==> config.mk <==
export PLATFORM = sky130hd
export DESIGN_NAME = id_hazard_fwd_unit
export DESIGN_NICKNAME = d
export VERILOG_FILES = /design/src/rtl/id_hazard_fwd_unit.sv
export SDC_FILE = /design/constraint.sdc
export NUM_CORES = 1
export LEC_CHECK = 0
export CORE_AREA = 2 2 155 157
export DETAILED_ROUTE_END_ITERATION = 8
export DIE_AREA = 0 0 157 159
export SLEW_MARGIN = 20
export SYNTH_ARGS = -nofsm -noshare
export SYNTH_HDL_FRONTEND = slang
export SYNTH_SLANG_ARGS = --single-unit
==> constraint.sdc <==
create_clock -name clk -period 2.7 [get_ports clk]
set_clock_uncertainty 0.2 [all_clocks]
set_input_delay 0.27 -clock clk [delete_from_list [all_inputs] [get_ports clk]]
set_output_delay 0.27 -clock clk [all_outputs]
set_load 0.01 [all_outputs]
==> src/rtl/id_hazard_fwd_unit.sv <==
// ID-stage front end: IF->ID register, stall hold buffer, N-source forwarding, load-use interlock.
// Optional load-use stall counter (perf_lu_cnt) when ID_PERF_CNT_EN is defined.
module id_hazard_fwd_unit #(
  parameter int DW       = 32,
  parameter int AW       = 5,
  parameter int NUM_FWD  = 3,
  parameter int LOAD_LAT = 2,
  parameter int STALL_W  = 6
) (
  input  logic                         clk,
  input  logic                         rst,
  input  logic [STALL_W-1:0]           stall,
  input  logic                         if_ce,
  input  logic [31:0]                  if_pc,
  input  logic [31:0]                  inst_sram_rdata,
  input  logic [AW-1:0]                rs_addr,
  input  logic [AW-1:0]                rt_addr,
  input  logic                         rs_ren,
  input  logic                         rt_ren,
  input  logic [DW-1:0]                rf_rdata1,
  input  logic [DW-1:0]                rf_rdata2,
  input  logic [NUM_FWD*(2+AW+DW)-1:0] fwd_bus,
  output logic                         id_valid,
  output logic [31:0]                  id_pc,
  output logic [31:0]                  id_inst,
  output logic [DW-1:0]                rdata1,
  output logic [DW-1:0]                rdata2,
  output logic                         stallreq
`ifdef ID_PERF_CNT_EN
  ,
  output logic [31:0]                  perf_lu_cnt
`endif
);

  localparam int FW = 2 + AW + DW;

  typedef struct packed {
    logic          is_load;
    logic          we;
    logic [AW-1:0] waddr;
    logic [DW-1:0] wdata;
  } fwd_src_t;

  fwd_src_t src [NUM_FWD];

  for (genvar g = 0; g < NUM_FWD; g++) begin : g_unpack
    assign src[g] = fwd_bus[g*FW +: FW];
  end

  logic        if_hold;
  logic        id_hold;
  logic        bubble;
  logic [31:0] hold_r;
  logic        hold_vld;
  logic        unused_stall;

  assign if_hold = stall[1];
  assign id_hold = stall[2];
  assign bubble  = if_hold & ~id_hold;

  assign unused_stall = ^{stall[0], stall[STALL_W-1:3]};

  always_ff @(posedge clk) begin
    if (!rst) begin
      id_valid <= 1'b0;
      id_pc    <= '0;
    end else if (bubble) begin
      id_valid <= 1'b0;
      id_pc    <= '0;
    end else if (!if_hold) begin
      id_valid <= if_ce;
      id_pc    <= if_pc;
    end
  end

  // SRAM output moves on during stalls; capture the word once per stall run
  always_ff @(posedge clk) begin
    if (!rst) begin
      hold_r   <= '0;
      hold_vld <= 1'b0;
    end else if (id_hold) begin
      if (!hold_vld) begin
        hold_r   <= inst_sram_rdata;
        hold_vld <= 1'b1;
      end
    end else begin
      hold_vld <= 1'b0;
    end
  end

  always_comb begin
    id_inst = '0;
    if (id_valid)
      id_inst = hold_vld ? hold_r : inst_sram_rdata;
  end

  logic ld1;
  logic ld2;

  // Descending scan so the lowest-index match is applied last
  always_comb begin
    rdata1 = rf_rdata1;
    rdata2 = rf_rdata2;
    ld1    = 1'b0;
    ld2    = 1'b0;
    for (int i = NUM_FWD - 1; i >= 0; i--) begin
      if (src[i].we && src[i].waddr == rs_addr && rs_addr != '0) begin
        rdata1 = src[i].wdata;
        ld1    = src[i].is_load && (i < LOAD_LAT);
      end
      if (src[i].we && src[i].waddr == rt_addr && rt_addr != '0) begin
        rdata2 = src[i].wdata;
        ld2    = src[i].is_load && (i < LOAD_LAT);
      end
    end
  end

  assign stallreq = id_valid & ((ld1 & rs_ren) | (ld2 & rt_ren));

`ifdef ID_PERF_CNT_EN
  always_ff @(posedge clk) begin
    if (!rst)
      perf_lu_cnt <= '0;
    else if (stallreq && perf_lu_cnt != 32'hFFFF_FFFF)
      perf_lu_cnt <= perf_lu_cnt + 32'd1;
  end
`endif

endmodule
==> impl_metrics.tcl, run 1 <==
set metrics [dict create \
    outcome "finished, violations left" \
    violations "negative setup slack" \
    clkTransAtPathRegs_ns 0.06 \
    start_util_pct 23.6 \
    finalHoldViolations 0 \
    grt.total_usage_pct 21.5 \
    power_frac_comb_pct 39.4 \
    dp_hpwl_mm 20.7 \
    grt_pass1_vias 7139 \
    rsz0062_at_grt "true" \
    path_class "in2out" \
    synth_warnings 0 \
    antenna_found_initial 6 \
    p_seq_share_pct 30.0 \
    setup_slack_ns -0.0865 \
    io_pins 396 \
    wire_per_inst_um 19.5 \
    die_area_sq_mm 0.0250 \
    end_kind "output port" \
    hold_buffers 0 \
    asyncSetResetFlopFracSynth_pct 0 \
    power_density_mw_per_mm2 318 \
    critPathArrivalTime_ns 2.32 \
    ir_worst_vdd_v 0.000355 \
    max_freq_mhz 359 \
    place_inst 1395 \
    required_ns 2.23 \
    path_cells "buf_8 -> or4_4 -> o211ai_1 -> buf_4 -> nor3_4 -> buf_6 -> buf_12 -> buf_12 -> a221o_1 -> a22o_1 -> buf_6" \
    p_leak_nw 4.73 \
    crit_fanout 6 \
    slew_headroom_pct 70.3 \
    core_area_sq_mm 0.0232 \
    syn_area_per_cell_sq_um 7.98 \
    crit_path_start_kind "primary input" \
    grt_max_degree 34 \
    final_util_pct 47.7 \
    yosysTopAreaCell "dfxtp_1" \
    period_share_pct 103 \
    worst_pin_slew_ns 0.445 \
    yosys.area.top_type_share_pct 24.1 \
    cts_sinks 66 \
    synth_common_cells "nand2_1 (71), mux2i_1 (67), dfxtp_1 (66)" \
    die_y_um 159 \
    n_fill_cell 2218 \
    grt_pass1_wl_mm 41.8 \
    area_growth_pct 102 \
    setup_viol 32 \
    synthDistinctLibCells 35 \
    netlist_area_sq_mm 0.00548 \
    swShare_pct 28.8 \
    layout-drive-gt1-share_pct 22.3 \
    synth.area.top_cells "dfxtp_1 (24%), mux2i_1 (12%), a221o_1 (11%)" \
    num_vias 7057 \
    power.total_mw 3.51 \
    place_ws_ns -0.785 \
    maxCapViolations 0 \
    switchingPower_mw 1.01 \
    cts-root-buf "clkbuf_16" \
    place_congestion 0.905 \
    synth_edf_count 0 \
    postRouteAntennaNets 0 \
    post-route-min-period_ns 2.79 \
    dr.pass1.iters 5 \
    internal_power_mw 2.50 \
    row_count 56 \
    p_clk_share_pct 30.6 \
    io_buffer_count 390 \
    hp-class "reg2reg" \
    grt_overflow 0 \
    htree_levels 3 \
    wl_mm 28.6 \
    yosysMostFrequentCell "nand2_1" \
    cts_tree "done" \
    synth_seq_area_share_pct 24.1 \
    cp_slowest_cell "or4_4" \
    synth_cells 686 \
    ys.flop_type "dfxtp_1" \
    cpPeakStageDelay_ns 0.52 \
    drv_slew 0 \
    nNetsFinal 1402 \
    cts_made_buffers 9 \
    detail_route.iter0.violations 323 \
    clk_latency_ns 0.33 \
    stdcell_count 1463 \
    synthesis.nets 952 \
    synth_seq_cells 66 \
    post-route-drc-count 0 \
    cts.path.max_buffers 2 \
    die_x_um 157 \
    viasPerCell 4.82 \
]
==> power groups by stage <==
stage                     combinational (mW)  clock, mW  sequential [mW]
after global placement                  1.35          0             1.07
after global routing                    1.48       1.16             1.06
final                                   1.38       1.07             1.06
after detailed placement                1.35          0             1.08
after CTS                               1.33       1.11             1.06
after floorplan                        0.508          0             1.08
==> per-stage QoR <==
step                      hold WS (ns)  TNS, ns  cell area [sq um]
after global placement           0.248   -45.58              10200
after global routing             0.273    -3.73              11100
after floorplan                  0.192        0               5480
after detailed placement         0.256   -46.82              10200
after CTS                        0.263    -2.14              10700
final                            0.259    -1.25              11100
==> state kept, by name (all words and copies together) (netlist names) <==
name	cells
hold_r	32
hold_vld	1
id_valid	1
id_pc	32
==> metal layers <==
metal	vias up	part of all wire (%)	routed length, um	global-route usage [%]
met5	-	0.045	13	0
met4	2	4.5	1280	9.42
met3	63	8.7	2500	5.63
met2	366	49	13900	37.6
met1	3230	38	10800	24.5
li1	3396	-	-	-
==> critical path: cells and delay by family <==
family	cells	cell delay, ns
AOI/OAI and AO/OA	3	0.70
buffers and inverters	6	0.77
and+or+nand+nor	2	0.56
==> cells in the final DEF, fill, tap and decap left out, drive strengths merged, types with 33 or more instances in the layout <==
| cell type | count |
|---|---|
| a221o | 64 |
| clkdlybuf4s50 | 299 |
| nor2b | 33 |
| inv | 35 |
| nand2 | 71 |
| nor2 | 37 |
| dfxtp | 66 |
| a21oi | 64 |
| buf | 195 |
| a22o | 64 |
| and2 | 33 |
| mux2i | 67 |
==> repair_timing <==
action                                  CTS  global route
pin swaps                                23            50
resized for setup                       381            72
setup buffers                            30            19
gates cloned                              8             3
endpoints found under the setup margin   65            65
==> area by class of cell <==
cell class              instances  area [sq um]  share of cell area (%)
flip-flops and latches         66          1320                    12.0
multi-input cells             516          3890                    35.2
diodes                          4          10.0                  0.0905
clock inverters                 5          31.3                   0.283
well taps                     319           399                    3.61
inverters                      35           131                    1.19
repair buffers                508          5040                    45.5
clock buffers                  10           239                    2.16
==> path summary, 6_finish.rpt <==
path / from / to / slack, ns / depth (start not counted)
max: rs_addr[4] / rdata1[23] / -0.09 / 11
min: hold_r[29] / hold_r[29] / 0.26 / 2
max reg2reg: hold_vld / hold_r[4] / 1.06 / 4
min reg2reg: hold_r[29] / hold_r[29] / 0.26 / 2
==> logic make-up (layout without fill, tap and decap cells) <==
| logic type | after synthesis | after routing | synth area share, % |
|---|---|---|---|
| compound gates | 228 | 228 | 32.8 |
| xor+xnor | 30 | 30 | 4.93 |
| buf+inv | 104 | 558 | 8.61 |
| flops | 66 | 66 | 24.1 |
| mux | 67 | 67 | 12.2 |
| other cells | 0 | 4 | 0 |
| simple gates | 191 | 191 | 17.3 |
Note: power is estimated with default switching activity, not from simulation.
==> run 2, diff against run 1 <==
GPL_TIMING_DRIVEN = 1   (was unset)
==> results of run 2 <==
The final DEF is identical to that of run 1; final timing and power are the same.
